<file path="src/rtl/wb_pkg.sv">
// wb_pkg: shared codes for the write-back stage
package wb_pkg;
  localparam logic [1:0] RES_ALU = 2'b00;
  localparam logic [1:0] RES_MEM = 2'b01;
  localparam logic [1:0] RES_PC  = 2'b10;
  localparam logic [1:0] RES_IMM = 2'b11;
  localparam logic [1:0] SZ_BYTE = 2'b00;
  localparam logic [1:0] SZ_HALF = 2'b01;
  localparam logic [1:0] SZ_WORD = 2'b10;
  localparam logic [1:0] SZ_FULL = 2'b11;
  typedef enum logic {ST_RUN = 1'b0, ST_HALTED = 1'b1} halt_state_e;
endpackage

</file>
<file path="src/rtl/write_back_stage_if.sv">
// write_back_stage_if: MEM/WB inputs and register-bank write port of the write-back stage
interface write_back_stage_if #(
  parameter int NB_DATA = 32,
  parameter int NB_REG  = 5,
  parameter int NB_PC   = 32,
  parameter int NB_CNT  = 32
);
  localparam int NB_OFF = $clog2(NB_DATA / 8);
  logic               i_enable;
  logic               i_flush;
  logic               i_valid;
  logic               i_reg_write;
  logic [1:0]         i_result_sel;
  logic [NB_DATA-1:0] i_alu_result;
  logic [NB_DATA-1:0] i_mem_data;
  logic [NB_DATA-1:0] i_imm;
  logic [1:0]         i_mem_size;
  logic               i_mem_unsigned;
  logic [NB_OFF-1:0]  i_byte_offset;
  logic [NB_REG-1:0]  i_selected_reg;
  logic [NB_PC-1:0]   i_pc;
  logic               i_halt;
  logic               i_resume;
  logic               o_valid;
  logic               o_reg_write;
  logic [NB_REG-1:0]  o_selected_reg;
  logic [NB_DATA-1:0] o_selected_data;
  logic               o_halt;
  logic [NB_CNT-1:0]  o_retired;
  modport master (
    output i_enable, i_flush, i_valid, i_reg_write, i_result_sel, i_alu_result, i_mem_data,
           i_imm, i_mem_size, i_mem_unsigned, i_byte_offset, i_selected_reg, i_pc, i_halt, i_resume,
    input  o_valid, o_reg_write, o_selected_reg, o_selected_data, o_halt, o_retired
  );
  modport slave (
    input  i_enable, i_flush, i_valid, i_reg_write, i_result_sel, i_alu_result, i_mem_data,
           i_imm, i_mem_size, i_mem_unsigned, i_byte_offset, i_selected_reg, i_pc, i_halt, i_resume,
    output o_valid, o_reg_write, o_selected_reg, o_selected_data, o_halt, o_retired
  );
endinterface

</file>
<file path="src/rtl/load_extend.sv">
// load_extend: load lane select with sign/zero extension
module load_extend
  import wb_pkg::*;
#(
  parameter int NB_DATA = 32,
  parameter int NB_OFF  = $clog2(NB_DATA / 8)
) (
  input  logic [NB_DATA-1:0] i_data,
  input  logic [1:0]         i_size,
  input  logic               i_unsigned,
  input  logic [NB_OFF-1:0]  i_offset,
  output logic [NB_DATA-1:0] o_data
);
  localparam logic [NB_OFF-1:0] M_H = ~NB_OFF'(1);
  logic               sx;
  logic [7:0]         b;
  logic [15:0]        h;
  logic [NB_DATA-1:0] ext_b, ext_h, ext_w;
  assign sx    = ~i_unsigned;
  assign b     = 8'(i_data >> {i_offset, 3'b000});
  assign h     = 16'(i_data >> {i_offset & M_H, 3'b000});
  assign ext_b = {{(NB_DATA-8){sx & b[7]}}, b};
  assign ext_h = {{(NB_DATA-16){sx & h[15]}}, h};
  if (NB_DATA == 32) begin : g_w32
    assign ext_w = i_data;
  end else begin : g_w64
    localparam logic [NB_OFF-1:0] M_W = ~NB_OFF'(3);
    logic [31:0] w;
    assign w     = 32'(i_data >> {i_offset & M_W, 3'b000});
    assign ext_w = {{(NB_DATA-32){sx & w[31]}}, w};
  end
  // pick the extended lane by access size; full width passes through
  always_comb
    o_data = i_size == SZ_BYTE ? ext_b :
             i_size == SZ_HALF ? ext_h :
             i_size == SZ_WORD ? ext_w : i_data;
endmodule

</file>
<file path="src/rtl/write_back_stage.sv">
// write_back_stage: registered MIPS write-back with load extension, r0 suppression and sticky HALT (WB_RETIRE_CNT_EN adds a retired counter)
module write_back_stage
  import wb_pkg::*;
#(
  parameter int NB_DATA = 32,
  parameter int NB_REG  = 5,
  parameter int NB_PC   = 32,
  parameter int NB_CNT  = 32
) (
  input logic i_clk,
  input logic i_reset_n,
  write_back_stage_if.slave bus
);
  localparam int NB_OFF = $clog2(NB_DATA / 8);
  halt_state_e        state, state_nxt;
  logic               acc;
  logic [NB_DATA-1:0] ld_data, pc_data, res_data;
  assign acc     = bus.i_enable & bus.i_valid & ~bus.i_flush & (state == ST_RUN);
  assign pc_data = NB_DATA'(bus.i_pc);
  load_extend #(.NB_DATA(NB_DATA), .NB_OFF(NB_OFF)) u_load_extend (
    .i_data    (bus.i_mem_data),
    .i_size    (bus.i_mem_size),
    .i_unsigned(bus.i_mem_unsigned),
    .i_offset  (bus.i_byte_offset),
    .o_data    (ld_data)
  );
  // four-way result source select
  always_comb
    res_data = bus.i_result_sel == RES_ALU ? bus.i_alu_result :
               bus.i_result_sel == RES_MEM ? ld_data :
               bus.i_result_sel == RES_PC  ? pc_data : bus.i_imm;
  // MEM/WB boundary register; data and address only move on an accepted instruction
  always_ff @(posedge i_clk)
    if (!i_reset_n) begin
      bus.o_valid         <= 1'b0;
      bus.o_reg_write     <= 1'b0;
      bus.o_selected_reg  <= '0;
      bus.o_selected_data <= '0;
    end else if (bus.i_enable) begin
      bus.o_valid     <= acc;
      bus.o_reg_write <= acc & bus.i_reg_write & (bus.i_selected_reg != '0);
      if (acc) begin
        bus.o_selected_reg  <= bus.i_selected_reg;
        bus.o_selected_data <= res_data;
      end
    end
  // halt state register
  always_ff @(posedge i_clk)
    if (!i_reset_n) state <= ST_RUN;
    else state <= state_nxt;
  // halt next state: enter on an accepted HALT, leave on an enabled resume
  always_comb
    state_nxt = state == ST_RUN ? (acc & bus.i_halt ? ST_HALTED : ST_RUN) :
                (bus.i_resume & bus.i_enable ? ST_RUN : ST_HALTED);
  // halt output follows the registered state
  always_comb bus.o_halt = state == ST_HALTED;
`ifdef WB_RETIRE_CNT_EN
  logic [NB_CNT-1:0] retired;
  // retired-instruction counter, wraps naturally
  always_ff @(posedge i_clk)
    if (!i_reset_n) retired <= '0;
    else if (acc) retired <= retired + 1'b1;
  assign bus.o_retired = retired;
`else
  assign bus.o_retired = '0;
`endif
endmodule
</file>
<file path="src/flat_wrapper.sv">
// flat-port wrapper written by rule: the top's interface ports become plain ports
module write_back_stage_flat import wb_pkg::*;
#(
  parameter int NB_DATA = 32,
  parameter int NB_REG  = 5,
  parameter int NB_PC   = 32,
  parameter int NB_CNT  = 32
)
  (i_clk, i_reset_n, bus_i_enable, bus_i_flush, bus_i_valid, bus_i_reg_write, bus_i_result_sel, bus_i_alu_result, bus_i_mem_data, bus_i_imm, bus_i_mem_size, bus_i_mem_unsigned, bus_i_byte_offset, bus_i_selected_reg, bus_i_pc, bus_i_halt, bus_i_resume, bus_o_valid, bus_o_reg_write, bus_o_selected_reg, bus_o_selected_data, bus_o_halt, bus_o_retired);
  write_back_stage_if #(.NB_DATA(NB_DATA), .NB_REG(NB_REG), .NB_PC(NB_PC), .NB_CNT(NB_CNT)) bus_i ();
  input logic i_clk;
  input logic i_reset_n;
  input wire logic [$bits(bus_i.i_enable)-1:0] bus_i_enable;
  input wire logic [$bits(bus_i.i_flush)-1:0] bus_i_flush;
  input wire logic [$bits(bus_i.i_valid)-1:0] bus_i_valid;
  input wire logic [$bits(bus_i.i_reg_write)-1:0] bus_i_reg_write;
  input wire logic [$bits(bus_i.i_result_sel)-1:0] bus_i_result_sel;
  input wire logic [$bits(bus_i.i_alu_result)-1:0] bus_i_alu_result;
  input wire logic [$bits(bus_i.i_mem_data)-1:0] bus_i_mem_data;
  input wire logic [$bits(bus_i.i_imm)-1:0] bus_i_imm;
  input wire logic [$bits(bus_i.i_mem_size)-1:0] bus_i_mem_size;
  input wire logic [$bits(bus_i.i_mem_unsigned)-1:0] bus_i_mem_unsigned;
  input wire logic [$bits(bus_i.i_byte_offset)-1:0] bus_i_byte_offset;
  input wire logic [$bits(bus_i.i_selected_reg)-1:0] bus_i_selected_reg;
  input wire logic [$bits(bus_i.i_pc)-1:0] bus_i_pc;
  input wire logic [$bits(bus_i.i_halt)-1:0] bus_i_halt;
  input wire logic [$bits(bus_i.i_resume)-1:0] bus_i_resume;
  output wire logic [$bits(bus_i.o_valid)-1:0] bus_o_valid;
  output wire logic [$bits(bus_i.o_reg_write)-1:0] bus_o_reg_write;
  output wire logic [$bits(bus_i.o_selected_reg)-1:0] bus_o_selected_reg;
  output wire logic [$bits(bus_i.o_selected_data)-1:0] bus_o_selected_data;
  output wire logic [$bits(bus_i.o_halt)-1:0] bus_o_halt;
  output wire logic [$bits(bus_i.o_retired)-1:0] bus_o_retired;
  assign bus_i.i_enable = bus_i_enable;
  assign bus_i.i_flush = bus_i_flush;
  assign bus_i.i_valid = bus_i_valid;
  assign bus_i.i_reg_write = bus_i_reg_write;
  assign bus_i.i_result_sel = bus_i_result_sel;
  assign bus_i.i_alu_result = bus_i_alu_result;
  assign bus_i.i_mem_data = bus_i_mem_data;
  assign bus_i.i_imm = bus_i_imm;
  assign bus_i.i_mem_size = bus_i_mem_size;
  assign bus_i.i_mem_unsigned = bus_i_mem_unsigned;
  assign bus_i.i_byte_offset = bus_i_byte_offset;
  assign bus_i.i_selected_reg = bus_i_selected_reg;
  assign bus_i.i_pc = bus_i_pc;
  assign bus_i.i_halt = bus_i_halt;
  assign bus_i.i_resume = bus_i_resume;
  assign bus_o_valid = bus_i.o_valid;
  assign bus_o_reg_write = bus_i.o_reg_write;
  assign bus_o_selected_reg = bus_i.o_selected_reg;
  assign bus_o_selected_data = bus_i.o_selected_data;
  assign bus_o_halt = bus_i.o_halt;
  assign bus_o_retired = bus_i.o_retired;
  write_back_stage #(.NB_DATA(NB_DATA), .NB_REG(NB_REG), .NB_PC(NB_PC), .NB_CNT(NB_CNT)) u_core (.i_clk(i_clk), .i_reset_n(i_reset_n), .bus(bus_i));
endmodule
</file>
<file path="config.mk">
export PLATFORM = sky130hd
export DESIGN_NAME = write_back_stage_flat
export DESIGN_NICKNAME = d
export VERILOG_FILES = /design/src/rtl/wb_pkg.sv /design/src/rtl/write_back_stage_if.sv /design/src/rtl/load_extend.sv /design/src/rtl/write_back_stage.sv /design/src/flat_wrapper.sv
export SDC_FILE = /design/constraint.sdc
export NUM_CORES = 1
export LEC_CHECK = 0
export ABC_AREA = 1
export CAP_MARGIN = 20
export CORE_MARGIN = 2
export CORE_UTILIZATION = 45
export DETAILED_ROUTE_END_ITERATION = 8
export DONT_BUFFER_PORTS = 1
export GPL_TIMING_DRIVEN = 1
export PLACE_DENSITY = 0.72
export SLEW_MARGIN = 20
export SYNTH_ARGS = -nofsm -noshare
export SYNTH_HDL_FRONTEND = slang
export SYNTH_SLANG_ARGS = --single-unit
</file>
<file path="constraint.sdc">
create_clock -name i_clk -period 1.52 [get_ports i_clk]
set_input_delay 0.456 -clock i_clk [delete_from_list [all_inputs] [get_ports i_clk]]
set_output_delay 0.456 -clock i_clk [all_outputs]
set_load 0.02 [all_outputs]
</file>
==> impl_metrics.json <==
{
  "drt_pre_antenna_iters": 4,
  "clkPwrFrac_pct": 33.2,
  "dpl_cell_area_mm2": 0.00359,
  "die_w_um": 94.4,
  "synth_cells": 613,
  "cp-end-kind": "flip-flop",
  "worstPathArrival_ps": 1430,
  "area_delta_synth_final_pct": 0.817,
  "cts_buffers": 5,
  "cts_sinks": 40,
  "synth_top_area_share_pct": 21.8,
  "synth_warnings": 0,
  "yosysSeqAreaShare_pct": 21.8,
  "clock-root-buffer": "clkbuf_8",
  "antenna_found_initial": 0,
  "finalSetupTns_ps": 0,
  "hold_buffers": 0,
  "path_cells": "nor2_1 -> nand3_1 -> buf_4 -> a21oi_1 -> a21oi_2",
  "worst-path-stages": 5,
  "path_class": "reg -> reg",
  "htree_levels": 2,
  "viasPerCell": 5.46,
  "cts_tree": "built",
  "finalClockSkew_ps": 9.12,
  "routedWlPerCell_um": 17.0,
  "worst_pin_slew_ps": 635,
  "drc_errors": 0,
  "p_sw_share_pct": 34.8,
  "fin_area_mm2": 0.00370,
  "fin_crit_ps": 1250,
  "dp_hpwl_mm": 9.31,
  "fmaxAchievable_ghz": 0.800,
  "diodes": 0,
  "intPower_mw": 1.82,
  "dieArea_mm2": 0.00890,
  "grt_pass1_vias": 3601,
  "slowest_delay_ps": 320,
  "clk_path_buf_depth": 2,
  "drv_slew": 0,
  "drive_gt1_share_pct": 11.1,
  "nets": 740,
  "p_comb_share_pct": 23.7,
  "gr-total-overflow": 0,
  "start_util_pct": 47.1,
  "yosys.area.top_type": "dfxtp_1",
  "reg2reg_depth": 5,
  "ant_nets": 0,
  "holdWs_ps": 290,
  "critPathRequiredTime_ps": 1700,
  "slew_headroom_pct": 57.6,
  "ios": 220,
  "clk_pin_slew_worst_paths_ps": 90,
  "crit_family": "compound AO/OA/AOI/OAI gates",
  "peakVddDrop_v": 0.000334,
  "path_max_fanout": 21,
  "synth_area_mm2": 0.00367,
  "post_cts_buffers": 0,
  "synth_area_leaders": "dfxtp_1 (22%), nand2_1 (18%), nand3_1 (12%)",
  "worstHoldPathCells": 2,
  "power.switching_mw": 0.971,
  "die_h_um": 94.4,
  "drt_iter0_markers": 159,
  "portBuffers": 0,
  "p_leak_nw": 1.85,
  "cpMaxStageDelayCell": "dfxtp_1",
  "powerDensity_mw_per_mm2": 754,
  "finalSetupViolCount": 0,
  "largest_reg_flops": 32,
  "rsz0062_at_grt": "false",
  "core-area_mm2": 0.00781,
  "crit_buf_inv": 1,
  "syn_area_per_cell_um2": 5.99,
  "power_frac_seq_pct": 43.1,
  "grt_usage_pct": 24.9,
  "hp-class": "in -> reg",
  "finish.utilization_pct": 47.4,
  "hold_viol": 0,
  "final_cell_mix": "nand2_1 (176), nand3_1 (86), o21ai_0 (66)",
  "cts_resized": 0,
  "num_vias": 3794,
  "gp_congestion": 0.864,
  "grt_pass1_wl_mm": 17.6,
  "min_period_over_period_pct": 82.2,
  "outcome": "completed",
  "final_common_cell": "nand2_1",
  "grt_max_degree": 39,
  "worstSkewPairLatency_ps": 300,
  "startpoint_type": "flip-flop",
  "max_cap_viol_count": 0,
  "synth-seq-cells": 40,
  "placementRows": 32,
  "wl_mm": 11.8,
  "synth.distinct_cells": 24
}
cells by family after synthesis:
family	share of synthesized area (%)
flip-flops	21.8
buffers and inverters	20.4
other	0.102
AND/OR/NAND/NOR	37.3
AO/OA/AOI/OAI	20.4
final cells by class:
class                           instances  area (um^2)
Clock buffer                            5         68.8
Fill cell                             900         4100
Sequential cell                        40          801
Tap cell                              102          128
Clock inverter                          3         46.3
Timing Repair Buffer                   16          158
Inverter                               67          262
Multi-Input combinational cell        462         2240
power by group through the flow:
stage          clock (mW)  sequential (mW)  combinational (mW)
2_1_floorplan           0             1.22               0.663
3_3_place_gp            0             1.23               0.648
3_5_place_dp            0             1.23               0.659
4_1_cts             0.923             1.20               0.661
5_1_grt             0.954             1.21               0.751
6_report            0.928             1.20               0.662
routing by layer:
layer | part of all wire, % | vias up | global-route usage, %
met1 | 39 | 1706 | 28.6
met5 | 0 | - | 0
met2 | 49 | 185 | 44.0
met3 | 11 | 18 | 7.98
met4 | 1.9 | 0 | 7.49
li1 | - | 1885 | -
final timing paths:
kind,end,from,slack (ps)
worst max-delay path,u_core.bus.o_selected_data[19]$_SDFFE_PN0P_,u_core.bus.o_halt$_SDFF_PN0_,270
worst min-delay path,u_core.bus.o_halt$_SDFF_PN0_,bus_i_halt,290
worst max register to register,u_core.bus.o_selected_data[19]$_SDFFE_PN0P_,u_core.bus.o_halt$_SDFF_PN0_,270
worst min register to register,u_core.bus.o_reg_write$_SDFFE_PN0P_,u_core.bus.o_reg_write$_SDFFE_PN0P_,580
cell usage after synthesis, drive strengths merged:
cell    count
nand2     178
nand3      99
o21ai      70
inv        67
a21oi      64
buf        58
dfxtp      40
clkbuf     17
nand4       9
nor2        9
a22oi       1
conb        1
stage by stage:
| stage | std cells | total power, mW | setup WS, ps |
|---|---|---|---|
| floorplan | 644 | 1.88 | 84.4 |
| global placement | 687 | 1.87 | -5.76 |
| detailed placement | 687 | 1.89 | -2.71 |
| CTS | 695 | 2.79 | 269 |
| global route | 695 | 2.91 | 171 |
| finish | 695 | 2.79 | 271 |
(Power assumes the default switching activity.)
